## src/rtl/multdiv_pkg.sv

```systemverilog
// Shared types and default constants for the iterative multiply/divide
// sequencing controller.
package multdiv_pkg;

  typedef enum logic [1:0] {
    IDLE = 2'd0,
    LOAD = 2'd1,
    RUN  = 2'd2,
    DONE = 2'd3
  } state_e;

  typedef enum logic {
    OP_MULT = 1'b0,
    OP_DIV  = 1'b1
  } op_e;

  localparam int MULT_STEPS_DEF = 16;
  localparam int DIV_STEPS_DEF  = 32;

endpackage

```

## src/rtl/multdiv_ctrl.sv

```systemverilog
// Sequencing controller for the iterative multiplier/divider.
// Latches the requested op, issues one datapath step per cycle for the
// op's iteration count, then registers the datapath result/exception and
// pulses data_resultRDY for one cycle. The iteration counter is external
// and restarted through counter_reset.
// Optional feature macro: MULTDIV_DIV0_CHECK_EN -- a divide whose divisor
// is zero skips the RUN phase and reports result 0 with exception set.
// Handshake: ctrl_MULT/ctrl_DIV are level starts sampled every cycle (no
// ready back-pressure; a start while busy aborts and restarts);
// data_resultRDY is a one-cycle valid pulse with no ready, and
// data_result/data_exception hold until the next completed op or reset.
module multdiv_ctrl
  import multdiv_pkg::*;
#(
  parameter int MULT_STEPS = MULT_STEPS_DEF,
  parameter int DIV_STEPS  = DIV_STEPS_DEF,
  parameter int DATA_WIDTH = 32
) (
  input  logic                  clock,
  input  logic                  reset,
  input  logic                  ctrl_MULT,
  input  logic                  ctrl_DIV,
  input  logic [5:0]            count,
  input  logic                  divisor_zero,
  input  logic [DATA_WIDTH-1:0] dp_result,
  input  logic                  dp_exception,
  output logic                  counter_reset,
  output logic                  load,
  output logic                  step_mult,
  output logic                  step_div,
  output logic                  busy,
  output logic [DATA_WIDTH-1:0] data_result,
  output logic                  data_exception,
  output logic                  data_resultRDY,
  output state_e                dbg_state
);

  // Step counts must fit the 6-bit counter.
  if (MULT_STEPS < 1 || MULT_STEPS > 63) begin : g_bad_mult_steps
    $error("multdiv_ctrl: MULT_STEPS must be in 1..63");
  end
  if (DIV_STEPS < 1 || DIV_STEPS > 63) begin : g_bad_div_steps
    $error("multdiv_ctrl: DIV_STEPS must be in 1..63");
  end

  // Last count value of RUN for each op; count is compared zero-extended.
  localparam logic [5:0] MULT_LAST = 6'(MULT_STEPS - 1);
  localparam logic [5:0] DIV_LAST  = 6'(DIV_STEPS - 1);

  state_e                state_q, state_d;
  op_e                   op_q, op_d;
  logic [DATA_WIDTH-1:0] result_q, result_d;
  logic                  exc_q, exc_d;
  logic                  rdy_q, rdy_d;
  logic                  start;
  op_e                   start_op;
  logic [5:0]            last_count;

`ifdef MULTDIV_DIV0_CHECK_EN
  logic                  zero_q, zero_d;
`else
  logic                  unused_divisor_zero;
  assign unused_divisor_zero = divisor_zero;
`endif

  // MULT wins when both starts are high in the same cycle.
  assign start      = ctrl_MULT | ctrl_DIV;
  assign start_op   = ctrl_MULT ? OP_MULT : OP_DIV;
  assign last_count = (op_q == OP_MULT) ? MULT_LAST : DIV_LAST;

  // Next-state, op latch, result capture and step/load decode.
  always_comb begin
    state_d       = state_q;
    op_d          = op_q;
    result_d      = result_q;
    exc_d         = exc_q;
    rdy_d         = 1'b0;
    load          = 1'b0;
    step_mult     = 1'b0;
    step_div      = 1'b0;
`ifdef MULTDIV_DIV0_CHECK_EN
    zero_d        = zero_q;
`endif
    case (state_q)
      IDLE: begin
        if (start) begin
          state_d = LOAD;
          op_d    = start_op;
        end
      end
      LOAD: begin
        load = 1'b1;
        if (start) begin
          state_d = LOAD;
          op_d    = start_op;
        end else begin
          state_d = RUN;
`ifdef MULTDIV_DIV0_CHECK_EN
          zero_d  = 1'b0;
          if (op_q == OP_DIV && divisor_zero) begin
            state_d = DONE;
            zero_d  = 1'b1;
          end
`endif
        end
      end
      RUN: begin
        step_mult = (op_q == OP_MULT);
        step_div  = (op_q == OP_DIV);
        if (start) begin
          state_d = LOAD;
          op_d    = start_op;
        end else if (count >= last_count) begin
          state_d = DONE;
        end
      end
      DONE: begin
        if (start) begin
          // Abort: no ready pulse, previous result registers kept.
          state_d = LOAD;
          op_d    = start_op;
        end else begin
          state_d  = IDLE;
          rdy_d    = 1'b1;
          result_d = dp_result;
          exc_d    = dp_exception;
`ifdef MULTDIV_DIV0_CHECK_EN
          if (zero_q) begin
            result_d = '0;
            exc_d    = 1'b1;
          end
`endif
        end
      end
      default: state_d = IDLE;
    endcase
  end

  // State, op and result registers with synchronous reset.
  always_ff @(posedge clock) begin
    if (reset) begin
      state_q  <= IDLE;
      op_q     <= OP_MULT;
      result_q <= '0;
      exc_q    <= 1'b0;
      rdy_q    <= 1'b0;
`ifdef MULTDIV_DIV0_CHECK_EN
      zero_q   <= 1'b0;
`endif
    end else begin
      state_q  <= state_d;
      op_q     <= op_d;
      result_q <= result_d;
      exc_q    <= exc_d;
      rdy_q    <= rdy_d;
`ifdef MULTDIV_DIV0_CHECK_EN
      zero_q   <= zero_d;
`endif
    end
  end

  assign counter_reset  = (state_q != RUN);
  assign busy           = (state_q != IDLE);
  assign data_result    = result_q;
  assign data_exception = exc_q;
  assign data_resultRDY = rdy_q;
  assign dbg_state      = state_q;

endmodule

```

## config.mk

```make
export PLATFORM = sky130hd
export DESIGN_NAME = multdiv_ctrl
export DESIGN_NICKNAME = d
export VERILOG_FILES = /design/src/rtl/multdiv_pkg.sv /design/src/rtl/multdiv_ctrl.sv
export SDC_FILE = /design/constraint.sdc
export NUM_CORES = 1
export LEC_CHECK = 0
export ABC_AREA = 1
export CORE_ASPECT_RATIO = 0.8
export CORE_MARGIN = 2
export CORE_UTILIZATION = 35
export DETAILED_ROUTE_END_ITERATION = 12
export DONT_BUFFER_PORTS = 1
export PLACE_DENSITY = 0.48
export SLEW_MARGIN = 20
export SYNTH_ARGS = -nofsm -noshare
export SYNTH_HDL_FRONTEND = slang
export SYNTH_SLANG_ARGS = --single-unit
```

## constraint.sdc

```tcl
create_clock -name clock -period 3.2 [get_ports clock]
set_clock_uncertainty 0.1 [all_clocks]
set_input_delay 0.64 -clock clock [delete_from_list [all_inputs] [get_ports clock]]
set_output_delay 0.64 -clock clock [all_outputs]
set_load 0.02 [all_outputs]
```

==> results.cfg <==
[flow_run]
cap_violations = 0

[logic_synthesis]
synth_nets = 243
avgSynthCellArea_um2 = 7.663
yosys.area.top_type = dfxtp_1
ys_ff_latch = 37
synth_warnings = 0
seq_area_frac_synth_pct = 50.08
synth_area_leaders = dfxtp_1, nor2_1, o21ai_0
synth_top_cell_area_share_pct = 50.08
synth.distinct_cells = 19
synth_area_um2 = 1479
postSynthCellCount = 193

[sta]
worst_pin_slew_ns = 0.8346
hold_viol_final = 0
slew_violations = 0
timing.fmax_mhz = 430.5
timing.final.ws_setup_ns = 0.8770
finalCritPeriodShare_pct = 72.59
min_period_ns = 2.323
finalSetupTns_ns = 0
relSlewSlack_pct = 44.30
finalSetupViolations = 0
rsz0062_at_grt = no

[floorplan]
die_h_um = 62.14
die_area_um2 = 4765
io_pins = 85
rows = 21
core_area_um2 = 4125
start_util_pct = 35.85
die_x_um = 76.68

[pwr]
combPwrFrac_pct = 7.0
p_int_uw = 662.7
vdd_drop_max_mv = 0.2166
power.leakage_nw = 0.6368
swShare_pct = 24.35
power_density_nw_per_um2 = 552.2
pwr-share-clk_pct = 37.6
p_switching_uw = 213.3
p_seq_share_pct = 55.3
total_power_uw = 876.0

[final_layout]
final_nets = 241
final_common_cell = nor2_1
drive_above_1_share_pct = 6.771
area_growth_syn_to_layout_pct = 7.276
final_util_pct = 38.46
most-common-layout-cells = nor2_1, dfxtp_1, o21ai_0
antenna_cells = 0

[setup_path]
critPathArrivalTime_ns = 1.58
required_ns = 2.46
r2r-start = dbg_state[1]
cp-startpoint = dbg_state[0]
crit_type = register to output port
end_kind = output port
critical_path.startpoint_type = register
cp_max_fo = 5

[worst_hold_path]
hold_class = input pin to register
min-delay-start = reset

[clocking]
cts_sinks = 37
cts_hold_buffers = 0
cts_tree = yes
h-tree-depth = 2
post-cts-setup-buffer-count = 0
cts-buffers-inserted = 5
cts_buffer_depth = 2
clk_pin_slew_ns = 0.07
worstSkewPairLatency_ns = 0.27
ctsRootBufferMaster = clkbuf_8
cts_resized = 0

[global_routing]
grt_pass1_vias = 1195
grt_max_degree = 36
grt_pass1_wl_um = 5319
antenna_found_initial = 0
overflow = 0
grt.total_usage_pct = 13.76

[route]
drt_iter0_markers = 35
drt-pass1-iter-count = 4
drc = 0
vias = 1157
post_drt_wl_per_cell_um = 11.71
drtAntennaViolNets = 0
routed_via_density = 4.647
wirelength_um = 2917

[place]
dpl.hpwl_um = 2110
pre_cts_ws_ns = 1.149
numPortBuffers = 0
gp_congestion = 0.6441

[run_status]
status = completed
[power groups by stage]
stage | Combinational [mW] | Sequential [mW] | Clock, mW
final | 0.0616 | 0.485 | 0.330
after global routing | 0.0733 | 0.486 | 0.373
after CTS | 0.0624 | 0.485 | 0.347
after detailed placement | 0.0622 | 0.496 | 0
after global placement | 0.0592 | 0.495 | 0
after floorplan | 0.0543 | 0.493 | 0
[final cells by class]
| cell class | instances | area [um2] |
|---|---|---|
| clock buffer | 6 | 82.58 |
| clock inverter | 2 | 13.76 |
| fill | 443 | 2539 |
| inverter | 13 | 51.30 |
| multi-input combinational | 134 | 626.9 |
| sequential | 37 | 740.7 |
| tap | 57 | 71.32 |
[kinds of logic (layout without fill, tap and decap cells)]
logic type	after synthesis	in the layout	synth area share (%)
AOI/OAI and AO/OA	36	36	12.35
buffers and inverters	22	21	7.529
DFF	37	37	50.08
adders and majority gates	6	6	5.076
and+or+nand+nor	92	92	24.96
[layer usage]
layer  wire length [um]  GRT usage (%)  share of wire [%]
met5                  0              0                  0
met1               1234          14.32                 42
met4                 18          4.773               0.62
met3                280          6.395                9.6
met2               1383          24.34                 47
[final timing paths]
kind	endpoint	slack (ns)	cells past startpoint
max	step_mult	0.88	4
min	data_resultRDY	0.33	1
max reg2reg	data_result[1]	1.46	5
min reg2reg	op_q	0.42	2
[sequential cells by signal, summed over array words and instances, names as in the netlist]
| signal | count |
|---|---|
| data_exception | 1 |
| data_result | 32 |
| data_resultRDY | 1 |
| dbg_state | 2 |
| op_q | 1 |
[worst max-delay path, cell delays in order, from the launching register on]
cell and delay, ns:
dfxtp_1 0.42, inv_1 0.19, ha_1 0.24, inv_1 0.14
nor2_1 0.32
[metrics by stage]
stage / std cells / hold slack (ns) / cell area, um2
2_1_floorplan: 193 / 0.3922 / 1479
3_3_place_gp: 241 / 0.4081 / 1490
3_5_place_dp: 241 / 0.4185 / 1490
4_1_cts: 249 / 0.3130 / 1587
5_1_grt: 249 / 0.3056 / 1587
6_report: 249 / 0.3284 / 1587
[synth_stat cells]
library cell / n
nor2_2: 1
o21ai_1: 10
o21ai_0: 23
nand2_1: 11
nor2_4: 1
clkbuf_1: 3
nand2_4: 1
nand2_2: 1
a21oi_1: 2
nor3_1: 1
dfxtp_1: 37
buf_6: 3
nand3_1: 2
nor2_1: 74
ha_1: 6
inv_1: 12
clkbuf_2: 3
o211ai_1: 1
inv_4: 1
Power figures use the tool's default switching activity.
